<file path="config.mk">
export PLATFORM = sky130hd
export DESIGN_NAME = mux_arb_reg
export DESIGN_NICKNAME = d
export VERILOG_FILES = /design/src/rtl/mux_arb_reg.sv
export SDC_FILE = /design/constraint.sdc
export NUM_CORES = 1
export LEC_CHECK = 0
export ABC_AREA = 0
export ABC_CLOCK_PERIOD_IN_PS = 2000
export BUFFER_PORTS_ARGS = -buffer_cell sky130_fd_sc_hd__buf_2
export CORE_MARGIN = 5
export CORE_UTILIZATION = 38
export CTS_BUF_LIST = sky130_fd_sc_hd__clkbuf_16
export DETAILED_ROUTE_END_ITERATION = 8
export PLACE_DENSITY = 0.77
export SLEW_MARGIN = 15
export SYNTH_ARGS = -nofsm -noshare
export SYNTH_HDL_FRONTEND = slang
export SYNTH_SLANG_ARGS = --single-unit
</file>
<file path="constraint.sdc">
create_clock -name clock -period 2 [get_ports clock]
set_clock_uncertainty 0.15 [all_clocks]
set_input_delay 0.1 -clock clock [delete_from_list [all_inputs] [get_ports clock]]
set_output_delay 0.1 -clock clock [all_outputs]
set_load 0.02 [all_outputs]
</file>
<file path="src/rtl/mux_arb_reg.sv">
// mux_arb_reg: N-channel, W-bit registered multiplexer with valid/ready handshake.
//   mode 0 forwards the channel chosen by sel; mode 1 round-robin arbitrates
//   among valid channels. One output register stage, full throughput.
//   Optional feature macro: MUX_LOCK_EN (adds in_last, lets a mode-1 burst hold
//   the arbiter until its last beat).
// Ports:
//   clock      in   rising-edge clock
//   reset      in   synchronous active-high reset
//   in_data    in   CHANNELS*WIDTH, channel i at [i*WIDTH +: WIDTH]
//   in_valid   in   per-channel valid
//   in_ready   out  per-channel ready, one-hot or zero (combinational)
//   in_last    in   per-channel last-beat flag (MUX_LOCK_EN only)
//   sel        in   channel select for mode 0
//   mode       in   0 = explicit select, 1 = round-robin
//   out        out  registered data word
//   out_chan   out  source channel of out
//   out_valid  out  out holds a word
//   out_ready  in   downstream accepts out
module mux_arb_reg #(
    parameter int unsigned WIDTH    = 24,
    parameter int unsigned CHANNELS = 4
) (
    input  logic                         clock,
    input  logic                         reset,
    input  logic [CHANNELS*WIDTH-1:0]    in_data,
    input  logic [CHANNELS-1:0]          in_valid,
    output logic [CHANNELS-1:0]          in_ready,
`ifdef MUX_LOCK_EN
    input  logic [CHANNELS-1:0]          in_last,
`endif
    input  logic [$clog2(CHANNELS)-1:0]  sel,
    input  logic                         mode,
    output logic [WIDTH-1:0]             out,
    output logic [$clog2(CHANNELS)-1:0]  out_chan,
    output logic                         out_valid,
    input  logic                         out_ready
);

    localparam int unsigned SEL_W = $clog2(CHANNELS);

    logic [WIDTH-1:0] chan_data [CHANNELS];
    logic [SEL_W-1:0] last;
    logic [SEL_W-1:0] g;
    logic [SEL_W-1:0] cand;
    logic             grant;
    logic             ld;
    logic             xfer;
    logic             lock_active;

    // Unpack the flat input bus into per-channel words.
    for (genvar i = 0; i < CHANNELS; i++) begin : g_unpack
        assign chan_data[i] = in_data[i*WIDTH +: WIDTH];
    end

`ifdef MUX_LOCK_EN
    logic locked;
    // While locked, last already holds the locked channel.
    assign lock_active = locked;
`else
    assign lock_active = 1'b0;
`endif

    assign ld   = !out_valid || out_ready;
    assign xfer = ld && grant;

    // Grant selection: explicit select, held lock, or rotating scan from last+1.
    always_comb begin
        grant = 1'b0;
        g     = '0;
        cand  = '0;
        if (!mode) begin
            if ((32'(sel) < CHANNELS) && in_valid[sel]) begin
                grant = 1'b1;
                g     = sel;
            end
        end else if (lock_active) begin
            g     = last;
            grant = in_valid[last];
        end else begin
            for (int unsigned k = 1; k <= CHANNELS; k++) begin
                cand = SEL_W'((32'(last) + k) % CHANNELS);
                if (!grant && in_valid[cand]) begin
                    grant = 1'b1;
                    g     = cand;
                end
            end
        end
    end

    // Ready goes only to the granted channel, and only when the output can load.
    always_comb begin
        in_ready = '0;
        if (xfer) begin
            in_ready[g] = 1'b1;
        end
    end

    // Output register stage and round-robin pointer.
    always_ff @(posedge clock) begin
        if (reset) begin
            out       <= '0;
            out_chan  <= '0;
            out_valid <= 1'b0;
            last      <= SEL_W'(CHANNELS - 1);
        end else if (ld) begin
            if (xfer) begin
                out       <= chan_data[g];
                out_chan  <= g;
                out_valid <= 1'b1;
                if (mode) begin
                    last <= g;
                end
            end else begin
                out_valid <= 1'b0;
            end
        end
    end

`ifdef MUX_LOCK_EN
    // Burst lock: a non-last mode-1 beat locks onto its channel; mode 0 clears it.
    always_ff @(posedge clock) begin
        if (reset || !mode) begin
            locked <= 1'b0;
        end else if (xfer) begin
            locked <= !in_last[g];
        end
    end
`endif

endmodule

</file>
==> impl_metrics.ini <==
[outcome]
status = finished, violations left
violations = negative setup slack

[pwr]
vdd_drop_max_mv = 0.467
cellLeakagePower_nw = 1.77
comb_power_share_pct = 38.4
powerDensity_nw_per_um2 = 736
seqPwrFrac_pct = 26.0
switching_share_pct = 29.3
total_power_mw = 2.69
clkPwrFrac_pct = 35.7
intPower_mw = 1.90
p_switching_mw = 0.790

[clocking]
insertion_delay_ns = 0.27
cts_tree = done
cts_num_sinks = 29
clk_path_buf_depth = 2
cts_root_buf = clkbuf_16
numCtsBuffers = 5
clk_pin_slew_ns = 0.05
h-tree-depth = 2

[sta]
setup_viol = 8
setup_ws_ns = -0.0396
fin_tns_setup_ns = -0.149
final.period_utilization_pct = 102
period_needed_ns = 2.04
rsz0062_at_grt = true
relSlewSlack_pct = 71.0
finalHoldViolations = 0
slew_viol_final = 0
tightest_slew_ns = 0.434
hold_slack_ns = 0.00144
fmaxAchievable_mhz = 490

[finish]
fin_cells = 444
nets = 479
fin_area_um2 = 3660
layout-drive-gt1-share_pct = 58.8
final_cell_mix = 133 x buf_2, 34 x mux2i_1, 33 x dlygate4sd3_1, 28 x nand2_1, 28 x dfxtp_1
syn_to_final_growth_pct = 83.7
layout_commonest_cell = buf_2
utilization_pct = 71.7
diodes = 0

[yosys]
synth-seq-cells = 29
syn_area_um2 = 1990
yosys_warnings = 0
avgSynthCellArea_um2 = 10.5
synthesis.nets = 295
ys_seq_area_share_pct = 29.1
ys_types = 34
synth_cells = 189

[placement]
gp_congestion = 0.760
pre_cts_ws_ns = 0.000753
placed_cells_incl_taps = 389
place_hpwl_um = 4560
io_buffers = 136
place_area_um2 = 2740

[grt]
grt_usage_pct = 20.1
grt_pass1_vias = 2245
antenna_found_initial = 0
grt_overflow = 0
grt_max_degree = 18
grt_pass1_wl_um = 10300

[critical_path]
r2r-start = last[1]
r2r_end = out[0]
endpoint_kind = flop
cp_data_arrival_time_ns = 2.04
worstPathRequired_ns = 2.00
crit_fanout = 6
startpoint = last[1]
endpoint = out[0]
critPathKind = flop to flop
rrSetupSlack_ns = -0.04
start_kind = flop
r2r.worst_path.cells = 8

[routing]
vias_per_cell = 5.15
first_iter_violations = 52
wl_um = 7650
wl_per_cell_um = 17.2
wl_met1_um = 2780
wl_met3_um = 659
drtPass1Iterations = 4
route.met2.wl_um = 4100
drc_errors = 0
top_layer = met4
vias = 2287
drt.antenna.violating_nets = 0

[flow_run]
cap_violations = 0

[hold_path]
holdCritPathClass = input pin to flop
min_path_cells = 3

[die]
io_pins = 137
die-area_um2 = 6790
rows = 26
die_height_um = 82.4
initial_core_util_pct = 39.0
die_w_um = 82.4
core_area_um2 = 5110
power by group through the flow:
| stage | registers, mW | clock network, mW | logic (mW) |
|---|---|---|---|
| 3_3_place_gp | 0.705 | 0 | 0.741 |
| 5_1_grt | 0.708 | 1.02 | 1.09 |
| 3_5_place_dp | 0.707 | 0 | 0.759 |
| 4_1_cts | 0.698 | 0.986 | 0.921 |
| 6_report | 0.700 | 0.961 | 1.03 |
| 2_1_floorplan | 0.800 | 0 | 0.407 |
per-layer routing:
metal  vias to the layer above  GRT usage, %
met3                        12          4.99
met4                         0          8.64
met1                      1077          20.4
met5                         -             0
met2                       109          38.5
li1                       1089             -
Yosys cell counts:
master,n,area (um2)
nand3_1,1,5.00
a221oi_2,1,15.0
o32ai_1,1,8.76
o221ai_1,4,35.0
o221ai_2,21,315
a311oi_1,1,8.76
and4_1,1,8.76
nor2b_1,3,18.8
o21ai_0,1,5.00
dfxtp_1,29,581
o21ai_2,2,17.5
buf_12,2,40.0
inv_2,1,3.75
nand4b_2,1,15.0
nand2b_4,1,13.8
or2_1,1,6.26
nor3b_1,1,7.51
o21ai_1,1,5.00
buf_4,7,52.6
nand2b_1,3,18.8
a211o_1,2,17.5
a21oi_2,1,8.76
nor2_1,8,30.0
o41ai_2,1,16.3
buf_2,3,15.0
and3b_1,1,8.76
mux2i_1,52,521
nand2_1,28,105
buf_6,3,33.8
o21a_1,1,7.51
clkbuf_1,1,3.75
or3b_1,1,8.76
a31oi_4,1,21.3
a21oi_1,3,15.0
state kept, by name, indices dropped and copies added (netlist names):
signal and count:
last 2, out_valid 1, out_chan 2, out 24
what timing repair did:
action	4_1_cts	5_1_grt
gates resized for setup	9	32
endpoints found under the hold margin	22	0
hold buffers	33	0
cloned	2	2
endpoints found under the setup margin	5	29
setup buffers	8	3
pin swaps	2	6
cells by family (layout without fill, tap and decap cells):
family | after synthesis | in the layout | share of synthesized area (%)
flops | 29 | 29 | 29.1
compound gates | 41 | 41 | 24.9
mux | 52 | 52 | 26.1
simple gates | 50 | 50 | 12.4
buf+inv | 17 | 202 | 7.47
worst min-delay path by stage:
stage                start     endpoint  slack [ns]
6_report       in_data[10]      out[10]       0.001
3_3_place_gp         reset    out_valid        0.24
2_1_floorplan        reset  out_chan[1]        0.02
3_5_place_dp         reset    out_valid        0.24
4_1_cts         in_data[7]       out[7]      0.0009
5_1_grt        in_data[70]      out[22]       0.002
cell type report:
type,count,area [um2]
clock buffer,5,125
clock inverter,3,65.1
sequential,29,582
fill,375,1450
tap,70,87.6
multi-input combinational,143,1440
inverter,1,3.75
timing repair buffer,193,1360
critical path, stage by stage (launching register included):
cell	delay, ns
dfxtp_2	0.35
mux2i_1	0.22
o32ai_2	0.12
a221oi_4	0.27
buf_6	0.17
buf_12	0.11
clkbuf_16	0.15
mux2i_1	0.25
o221ai_2	0.12
(Power assumes the default switching activity.)
